$ cat config.mk
export PLATFORM = sky130hd
export DESIGN_NAME = post_adder_alu
export DESIGN_NICKNAME = d
export VERILOG_FILES = /design/src/rtl/post_adder_alu.sv
export SDC_FILE = /design/constraint.sdc
export NUM_CORES = 1
export LEC_CHECK = 0
export BUFFER_PORTS_ARGS = -buffer_cell sky130_fd_sc_hd__buf_4
export CAP_MARGIN = 10
export CORE_ASPECT_RATIO = 0.8
export CORE_MARGIN = 4
export CORE_UTILIZATION = 48
export DETAILED_ROUTE_END_ITERATION = 8
export GPL_ROUTABILITY_DRIVEN = 0
export PLACE_DENSITY = 0.74
export SLEW_MARGIN = 20
export SYNTH_ARGS = -nofsm -noshare
export SYNTH_HDL_FRONTEND = slang
export SYNTH_SLANG_ARGS = --single-unit
$ cat constraint.sdc
create_clock -name CLK -period 9.6 [get_ports CLK]
set_input_delay 0.48 -clock CLK [delete_from_list [all_inputs] [get_ports CLK]]
set_output_delay 0.48 -clock CLK [all_outputs]
set_load 0.05 [all_outputs]
$ cat src/rtl/post_adder_alu.sv
// Final DSP-slice stage: 48-bit add/subtract or bitwise logic under ALUMODE, registered as P.
// Optional masked pattern compare on the result is built only when PATTERN_DETECT_EN is defined.
module post_adder_alu #(
  parameter int          ALUMODEREG = 1,
  parameter int          PREG       = 1,
  parameter logic [47:0] PATTERN    = 48'h0,
  parameter logic [47:0] MASK       = 48'h3FFF_FFFF_FFFF
) (
  input  logic        CLK,
  input  logic        RSTP,
  input  logic        CEP,
  input  logic        CEALUMODE,
  input  logic        CIN,
  input  logic [3:0]  ALUMODE,
  input  logic [47:0] X,
  input  logic [47:0] Y,
  input  logic [47:0] Z,
  output logic [47:0] P,
  output logic [47:0] PCOUT,
  output logic        CARRYOUT,
  output logic        CARRYCASCOUT,
  output logic        PATTERNDETECT,
  output logic        PATTERNBDETECT
);

  logic [3:0]  alumode_reg;
  logic [3:0]  am;
  logic [47:0] zi;
  logic [49:0] sum;
  logic        sum_unused;
  logic [47:0] r;
  logic        co;
  logic        pd;
  logic        pbd;
  logic [47:0] p_reg;
  logic        co_reg;
  logic        pd_reg;
  logic        pbd_reg;

  // ALUMODE pipeline register
  always_ff @(posedge CLK or posedge RSTP) begin
    if (RSTP) begin
      alumode_reg <= 4'b0000;
    end else if (CEALUMODE) begin
      alumode_reg <= ALUMODE;
    end
  end

  assign am = (ALUMODEREG != 0) ? alumode_reg : ALUMODE;

  // Inverting Z and/or the sum gives all four add/subtract flavours from one adder
  assign zi         = am[0] ? ~Z : Z;
  assign sum        = {2'b00, zi} + {2'b00, X} + {2'b00, Y} + {49'h0, CIN};
  assign sum_unused = sum[49];

  // Operation select; undefined codes produce a defined zero result
  always_comb begin
    r  = 48'h0;
    co = 1'b0;
    case (am)
      4'b0000, 4'b0001, 4'b0010, 4'b0011: begin
        r  = am[1] ? ~sum[47:0] : sum[47:0];
        co = sum[48] ^ am[1];
      end
      4'b0100: r = X ^ Z;
      4'b0101: r = ~(X ^ Z);
      4'b1100: r = X & Z;
      4'b1110: r = X | Z;
      default: begin
        r  = 48'h0;
        co = 1'b0;
      end
    endcase
  end

`ifdef PATTERN_DETECT_EN
  assign pd  = &((r ~^ PATTERN) | MASK);
  assign pbd = &((r ~^ ~PATTERN) | MASK);
`else
  logic [47:0] pattern_unused;
  assign pattern_unused = PATTERN ^ MASK;
  assign pd  = 1'b0;
  assign pbd = 1'b0;
`endif

  // P-stage registers
  always_ff @(posedge CLK or posedge RSTP) begin
    if (RSTP) begin
      p_reg   <= 48'h0;
      co_reg  <= 1'b0;
      pd_reg  <= 1'b0;
      pbd_reg <= 1'b0;
    end else if (CEP) begin
      p_reg   <= r;
      co_reg  <= co;
      pd_reg  <= pd;
      pbd_reg <= pbd;
    end
  end

  assign P              = (PREG != 0) ? p_reg   : r;
  assign CARRYOUT       = (PREG != 0) ? co_reg  : co;
  assign PATTERNDETECT  = (PREG != 0) ? pd_reg  : pd;
  assign PATTERNBDETECT = (PREG != 0) ? pbd_reg : pbd;
  assign PCOUT          = P;
  assign CARRYCASCOUT   = CARRYOUT;

endmodule

==> results of run 1 <==
## per-layer routing
layer | vias to the layer above | track usage (%)
li1 | 4241 | -
met1 | 4300 | 34.50
met2 | 314 | 40.17
met3 | 38 | 4.055
met4 | 0 | 6.084
met5 | - | 0
## layout make-up
cell class,instances,area (um2)
clock inverters,2,15.01
flip-flops and latches,53,1331
repair buffers,262,1967
multi-input cells,880,7426
clock buffers,6,128.9
inverters,112,420.4
fillers,1825,8295
well taps,264,330.3
## cells by family after synthesis
| group | after synthesis |
|---|---|
| DFF | 53 |
| AOI/OAI and AO/OA | 290 |
| xor gates and xnor gates | 190 |
| buffers and inverters | 224 |
| adders and majority gates | 193 |
| and+or+nand+nor | 201 |
| muxes | 4 |
| other | 1 |
## metrics by stage
| step | utilization (%) | instance area (um2) | std cells | hold slack (ns) |
|---|---|---|---|---|
| after floorplan | - | 9764 | 1157 | 0.5764 |
| after global placement | 57.62 | 11470 | 1571 | 0.4988 |
| after detailed placement | 57.62 | 11470 | 1571 | 0.5070 |
| after CTS | 58.34 | 11620 | 1579 | 0.3642 |
| after global routing | 58.34 | 11620 | 1579 | 0.3757 |
| final | 58.34 | 11620 | 1579 | 0.3669 |
## critical path, stage by stage (launching register included)
cell and delay [ns]:
dfrtp_4 1.03, buf_4 0.69, xor2_1 0.23, fa_1 0.47, ha_1 0.31, a211o_1 0.27, a211o_1 0.31, a31o_1 0.29
a31o_2 0.31, a31oi_1 0.32, o31a_1 0.32, o31ai_1 0.13, xnor2_1 0.16, o221ai_1 0.13
## worst paths after layout
check / startpoint / to / slack, ns / depth (start not counted)
min: ALUMODE[3] / alumode_reg[3]$_DFFE_PP0P_ / 0.37 / 3
min reg2reg: P[4]$_DFFE_PP0P_ / P[4]$_DFFE_PP0P_ / 0.52 / 1
max in group asynchronous: RSTP / alumode_reg[0]$_DFFE_PP0P_ / 8.61 / 3
max reg2reg: alumode_reg[0]$_DFFE_PP0P_ / P[33]$_DFFE_PP0P_ / 4.47 / 13
max: alumode_reg[0]$_DFFE_PP0P_ / P[33]$_DFFE_PP0P_ / 4.47 / 13
min in group asynchronous: RSTP / P[1]$_DFFE_PP0P_ / 0.40 / 3
## power by group through the flow
| stage | combinational, mW | sequential (mW) | clock, mW |
|---|---|---|---|
| 2_1_floorplan | 1.32 | 0.606 | 0 |
| 3_3_place_gp | 1.99 | 0.394 | 0 |
| 3_5_place_dp | 2.01 | 0.396 | 0 |
| 4_1_cts | 2.02 | 0.394 | 0.203 |
| 5_1_grt | 2.17 | 0.404 | 0.210 |
| 6_report | 2.02 | 0.394 | 0.200 |
## layout by cell type (no fill, tap or decap), drive strengths merged, types with 3 or more instances in the layout
master	Yosys	layout
ha	144	144
nor2	93	93
o21a	5	5
o2bb2ai	13	13
xor2	124	124
a31oi	5	5
dfrtp	53	53
nand4	9	9
clkbuf	49	6
nand3	12	12
buf	63	262
a221oi	36	36
o221ai	12	12
a41oi	3	3
a21oi	79	79
a22oi	13	13
and2	4	4
or3	3	3
a211o	6	6
a211oi	6	6
nand2	49	49
a21o	19	19
nand2b	4	4
and3	5	5
xnor2	66	66
nor3	12	12
o21ai	56	56
inv	112	111
fa	49	49
o21bai	6	6
a31o	3	3
a221o	9	9
==> flow_summary_export.csv, run 1 <==
group,metric,value,unit
run_status,status,"finished clean",
route,vias,8893,
die,core,0.01991,mm2
logic_synthesis,synthFlopType,"dfrtp_1",
grt,grt.overflow.total,0,
die,num_io_pins,253,
route,drt_iter0_drc,732,
logic_synthesis,synth_top_cell_area_share,18.46,%
grt,grt_pass1_vias,8820,
final_layout,layout-drive-gt1-share,22.21,%
power_and_ir_drop,swShare,56.65,%
logic_synthesis,synth_compound_area_share,20.66,%
clock_tree,cts_buffers,5,
logic_synthesis,synth_seq_cells,53,
logic_synthesis,synthTopCellsByArea,"ha_1 18%, dfrtp_1 14%, xor2_1 11%, fa_1 10%, xnor2_1 5.9%",
critical_path,critical_path_required,9.78,ns
placement,portBuffers,250,
logic_synthesis,synth_xor_area_share,17.05,%
logic_synthesis,synth_top_area_cell,"ha_1",
route,wl_met3,1914,um
power_and_ir_drop,pwr_density_cell,225.3,mW/mm2
sta,tightest_slew,1.087,ns
power_and_ir_drop,clkPwrFrac,7.6,%
sta,setup_slack,4.468,ns
power_and_ir_drop,p_switching,1.483,mW
logic_synthesis,synth_commonest_cells,"144 x ha_1, 124 x xor2_1, 112 x inv_1",
final_layout,syn2layout_area_growth,19.04,%
sta,relSlewSlack,27.14,%
power_and_ir_drop,power_leakage,5.819,nW
sta,setup-violations-final,0,
route,wl_per_cell,18.10,um
sta,fin_crit,5.132,ns
final_layout,final_nets,1660,
sta,fin_setup_tns,0,ns
critical_path,crit_type,"reg2reg",
clock_tree,h-tree-depth,2,
logic_synthesis,synthAdderAreaFrac,28.51,%
power_and_ir_drop,ir_drop,0.1493,mV
sta,finalCritPeriodShare,53.46,%
die,die_w,167.4,um
clock_tree,postCtsSetupRepairBufs,0,
logic_synthesis,async_flop_share,100.0,%
sta,rsz0062_at_grt,"false",
power_and_ir_drop,p_int,1.135,mW
logic_synthesis,syn-cell-area,0.009761,mm2
power_and_ir_drop,p_comb_share,77.3,%
power_and_ir_drop,seqPwrFrac,15.1,%
logic_synthesis,synthMuxAreaShare,0.4358,%
clock_tree,clkTransAtPathRegs,0.09,ns
logic_synthesis,yosysMostFrequentCell,"ha_1",
clock_tree,cts_tree,"done",
logic_synthesis,synth_top_family_by_area,"adder cells",
die,rows,46,
clock_tree,cts.hold.buffers_added,0,
final_layout,largest_reg_flops,48,
clock_tree,cts.path.max_buffers,2,
route,drtPass1Iterations,5,
logic_synthesis,yosys_warnings,0,
route,drc,0,
critical_path,critical_path.max_fanout,57,
route,topRoutingLayerUsed,"met4",
logic_synthesis,synth-seq-area-share,13.59,%
critical_path,crit_arrival,5.31,ns
power_and_ir_drop,power,2.618,mW
placement,preCtsSetupSlack,4.467,ns
die,die-area,0.02269,mm2
die,fp.dieH,135.5,um
logic_synthesis,synth-simple-area-share,9.114,%
grt,grt_pass1_wl,45870,um
grt,antenna_found_initial,0,
logic_synthesis,syn_inst,1156,
critical_path,start_kind,"register",
die,start_util,49.01,%
clock_tree,cts_num_sinks,53,
flow_run,maxCapViolations,0,
grt,grt_max_degree,58,
hold_path,hold_class,"in2reg",
final_layout,diodes,0,
route,via_per_inst,5.632,
grt,grt_use_total,24.68,%
route,ant_nets,0,
sta,skew,0.01082,ns
sta,clock.fmax,194.8,MHz
route,wl,28580,um
clock_tree,root_buffer,"clkbuf_16",
logic_synthesis,avgSynthCellArea,8.443,um2
critical_path,end_kind,"register",
route,met2_length,12990,um
logic_synthesis,yosys.cell_types.count,69,
placement,place_hpwl,22230,um
clock_tree,worstSkewPairLatency,0.32,ns
route,wl_met1,13120,um
sta,slew_violations,0,
sta,hold_viol_final,0,
clock_tree,postCtsResizedCells,0,
logic_synthesis,synth_edf_count,0,
Note: power is estimated with default switching activity, not from simulation.
==> inputs of run 2 (changes only) <==
==> constraint.sdc (replaced) <==
create_clock -name CLK -period 4.8 [get_ports CLK]
set_input_delay 0.24 -clock CLK [delete_from_list [all_inputs] [get_ports CLK]]
set_output_delay 0.24 -clock CLK [all_outputs]
set_load 0.05 [all_outputs]
==> run 2 against run 1 <==
Against the previous run:
- power rose by 100%
- maximum frequency grew 16%
- worst setup slack lost 4.1 ns
- sequential cell count stayed put
- largest cell class unchanged
==> flow_summary_export.csv, run 2 (synthesis gave the netlist of run 1 again) <==
group,metric,value,unit
run_status,status,"finished clean",
sta,relSlewSlack,25.19,%
sta,hold_viol_final,0,
route,wl,28700,um
clock_tree,cts_buffers,5,
clock_tree,cts_tree,"done",
power_and_ir_drop,p_switching,2.961,mW
route,ant_nets,0,
power_and_ir_drop,swShare,56.55,%
route,vias,8903,
power_and_ir_drop,pwr_density_cell,449.6,mW/mm2
clock_tree,cts_num_sinks,53,
grt,grt_max_degree,54,
power_and_ir_drop,power_leakage,5.834,nW
die,die-area,0.02269,mm2
die,die_w,167.4,um
route,drt_iter0_drc,727,
sta,fin_setup_tns,0,ns
clock_tree,postCtsSetupRepairBufs,0,
critical_path,crit_arrival,4.63,ns
final_layout,diodes,0,
critical_path,timing.rr.start,"alumode_reg[0]$_DFFE_PP0P_",
sta,fin_crit,4.429,ns
sta,rsz0062_at_grt,"false",
die,fp.dieH,135.5,um
clock_tree,cts.path.max_buffers,2,
sta,finalCritPeriodShare,92.28,%
power_and_ir_drop,ir_drop,0.3740,mV
critical_path,reg2reg_to,"CARRYCASCOUT$_DFFE_PP0P_",
final_layout,final_core_util,58.49,%
final_layout,final_common_cell,"buf_4",
final_layout,multi_input_area,0.007426,mm2
die,core,0.01991,mm2
grt,grt_use_total,24.85,%
grt,grt.overflow.total,0,
clock_tree,root_buffer,"clkbuf_16",
power_and_ir_drop,seqPwrFrac,14.9,%
die,num_io_pins,253,
route,drtPass1Iterations,6,
power_and_ir_drop,p_int,2.276,mW
critical_path,r2r_cells,13,
sta,slew_violations,0,
clock_tree,cts.hold.buffers_added,0,
clock_tree,clkTransAtPathRegs,0.08,ns
placement,place_hpwl,22730,um
die,start_util,49.01,%
sta,clock.fmax,225.8,MHz
clock_tree,postCtsResizedCells,0,
clock_tree,h-tree-depth,2,
route,drc,0,
critical_path,crit_type,"reg2reg",
critical_path,r2r_setup_slack,0.37,ns
critical_path,setup.worst_path.start,"alumode_reg[0]$_DFFE_PP0P_",
die,rows,46,
critical_path,critical_path_required,5.00,ns
power_and_ir_drop,power,5.237,mW
final_layout,final_cell_mix,"261 x buf_4, 144 x ha_1, 124 x xor2_1",
final_layout,regArea,0.001331,mm2
critical_path,end_kind,"register",
critical_path,critical_path.max_fanout,27,
route,via_per_inst,5.635,
route,wl_per_cell,18.16,um
sta,setup-violations-final,0,
sta,timing.hold.ws,0.1652,ns
hold_path,hold_class,"in2async",
power_and_ir_drop,p_comb_share,77.8,%
sta,tightest_slew,1.116,ns
flow_run,maxCapViolations,0,
sta,skew,0.008813,ns
grt,grt_pass1_wl,46090,um
critical_path,start_kind,"register",
final_layout,largest_reg_flops,48,
final_layout,syn2layout_area_growth,19.33,%
placement,portBuffers,250,
clock_tree,worstSkewPairLatency,0.31,ns
final_layout,layout-drive-gt1-share,22.19,%
final_layout,n_fill_cell,1811,
grt,antenna_found_initial,0,
grt,grt_pass1_vias,8811,
power_and_ir_drop,clkPwrFrac,7.4,%
final_layout,final_nets,1661,
## run 2: layout make-up
| class | count | area share [%] |
|---|---|---|
| clock buffer | 7 | 1.139 |
| timing repair buffer | 263 | 17.17 |
| tap | 264 | 2.836 |
| multi-input combinational | 880 | 63.76 |
| sequential | 53 | 11.43 |
| inverter | 112 | 3.609 |
| clock inverter | 1 | 0.06445 |
## run 2: through the flow
step | std cells | area [um2] | setup WS (ns)
floorplan | 1157 | 9764 | 0.1309
global placement | 1572 | 11510 | 0.5705
detailed placement | 1572 | 11510 | 0.4712
CTS | 1580 | 11650 | 0.4201
global route | 1580 | 11650 | 0.1612
finish | 1580 | 11650 | 0.3706
## run 2: worst max-delay path by stage
| stage | slack [ns] | to |
|---|---|---|
| 2_1_floorplan | 0.13 | P[47]$_DFFE_PP0P_ |
| 3_3_place_gp | 0.57 | P[47]$_DFFE_PP0P_ |
| 3_5_place_dp | 0.47 | P[46]$_DFFE_PP0P_ |
| 4_1_cts | 0.42 | CARRYCASCOUT$_DFFE_PP0P_ |
| 5_1_grt | 0.16 | CARRYCASCOUT$_DFFE_PP0P_ |
| 6_report | 0.37 | CARRYCASCOUT$_DFFE_PP0P_ |
## run 2: per-layer routing
metal | vias to the layer above | share of wire [%] | GRT usage (%)
li1 | 4227 | - | -
met1 | 4290 | 45 | 34.28
met2 | 349 | 46 | 41.02
met3 | 37 | 7.0 | 4.522
met4 | 0 | 1.8 | 5.408
met5 | - | 0 | 0
## run 2: worst max-delay path, cell delays in order, from the launching register on
cell and delay, ns:
dfrtp_4 0.73, xor2_1 0.22, fa_1 0.45, ha_1 0.25
fa_1 0.47, a21o_1 0.20, a31oi_1 0.31, a2bb2oi_2 0.31
a2111oi_4 0.13, nor3_2 0.28, a31oi_2 0.27, a21boi_1 0.28
mux2i_1 0.14, a211o_1 0.28
## run 2: power groups by stage
| stage | registers, mW | logic (mW) | clock network (mW) |
|---|---|---|---|
| after floorplan | 1.21 | 2.65 | 0 |
| after global placement | 0.782 | 3.99 | 0 |
| after detailed placement | 0.784 | 4.04 | 0 |
| after CTS | 0.779 | 4.05 | 0.395 |
| after global routing | 0.802 | 4.36 | 0.410 |
| final | 0.778 | 4.07 | 0.387 |
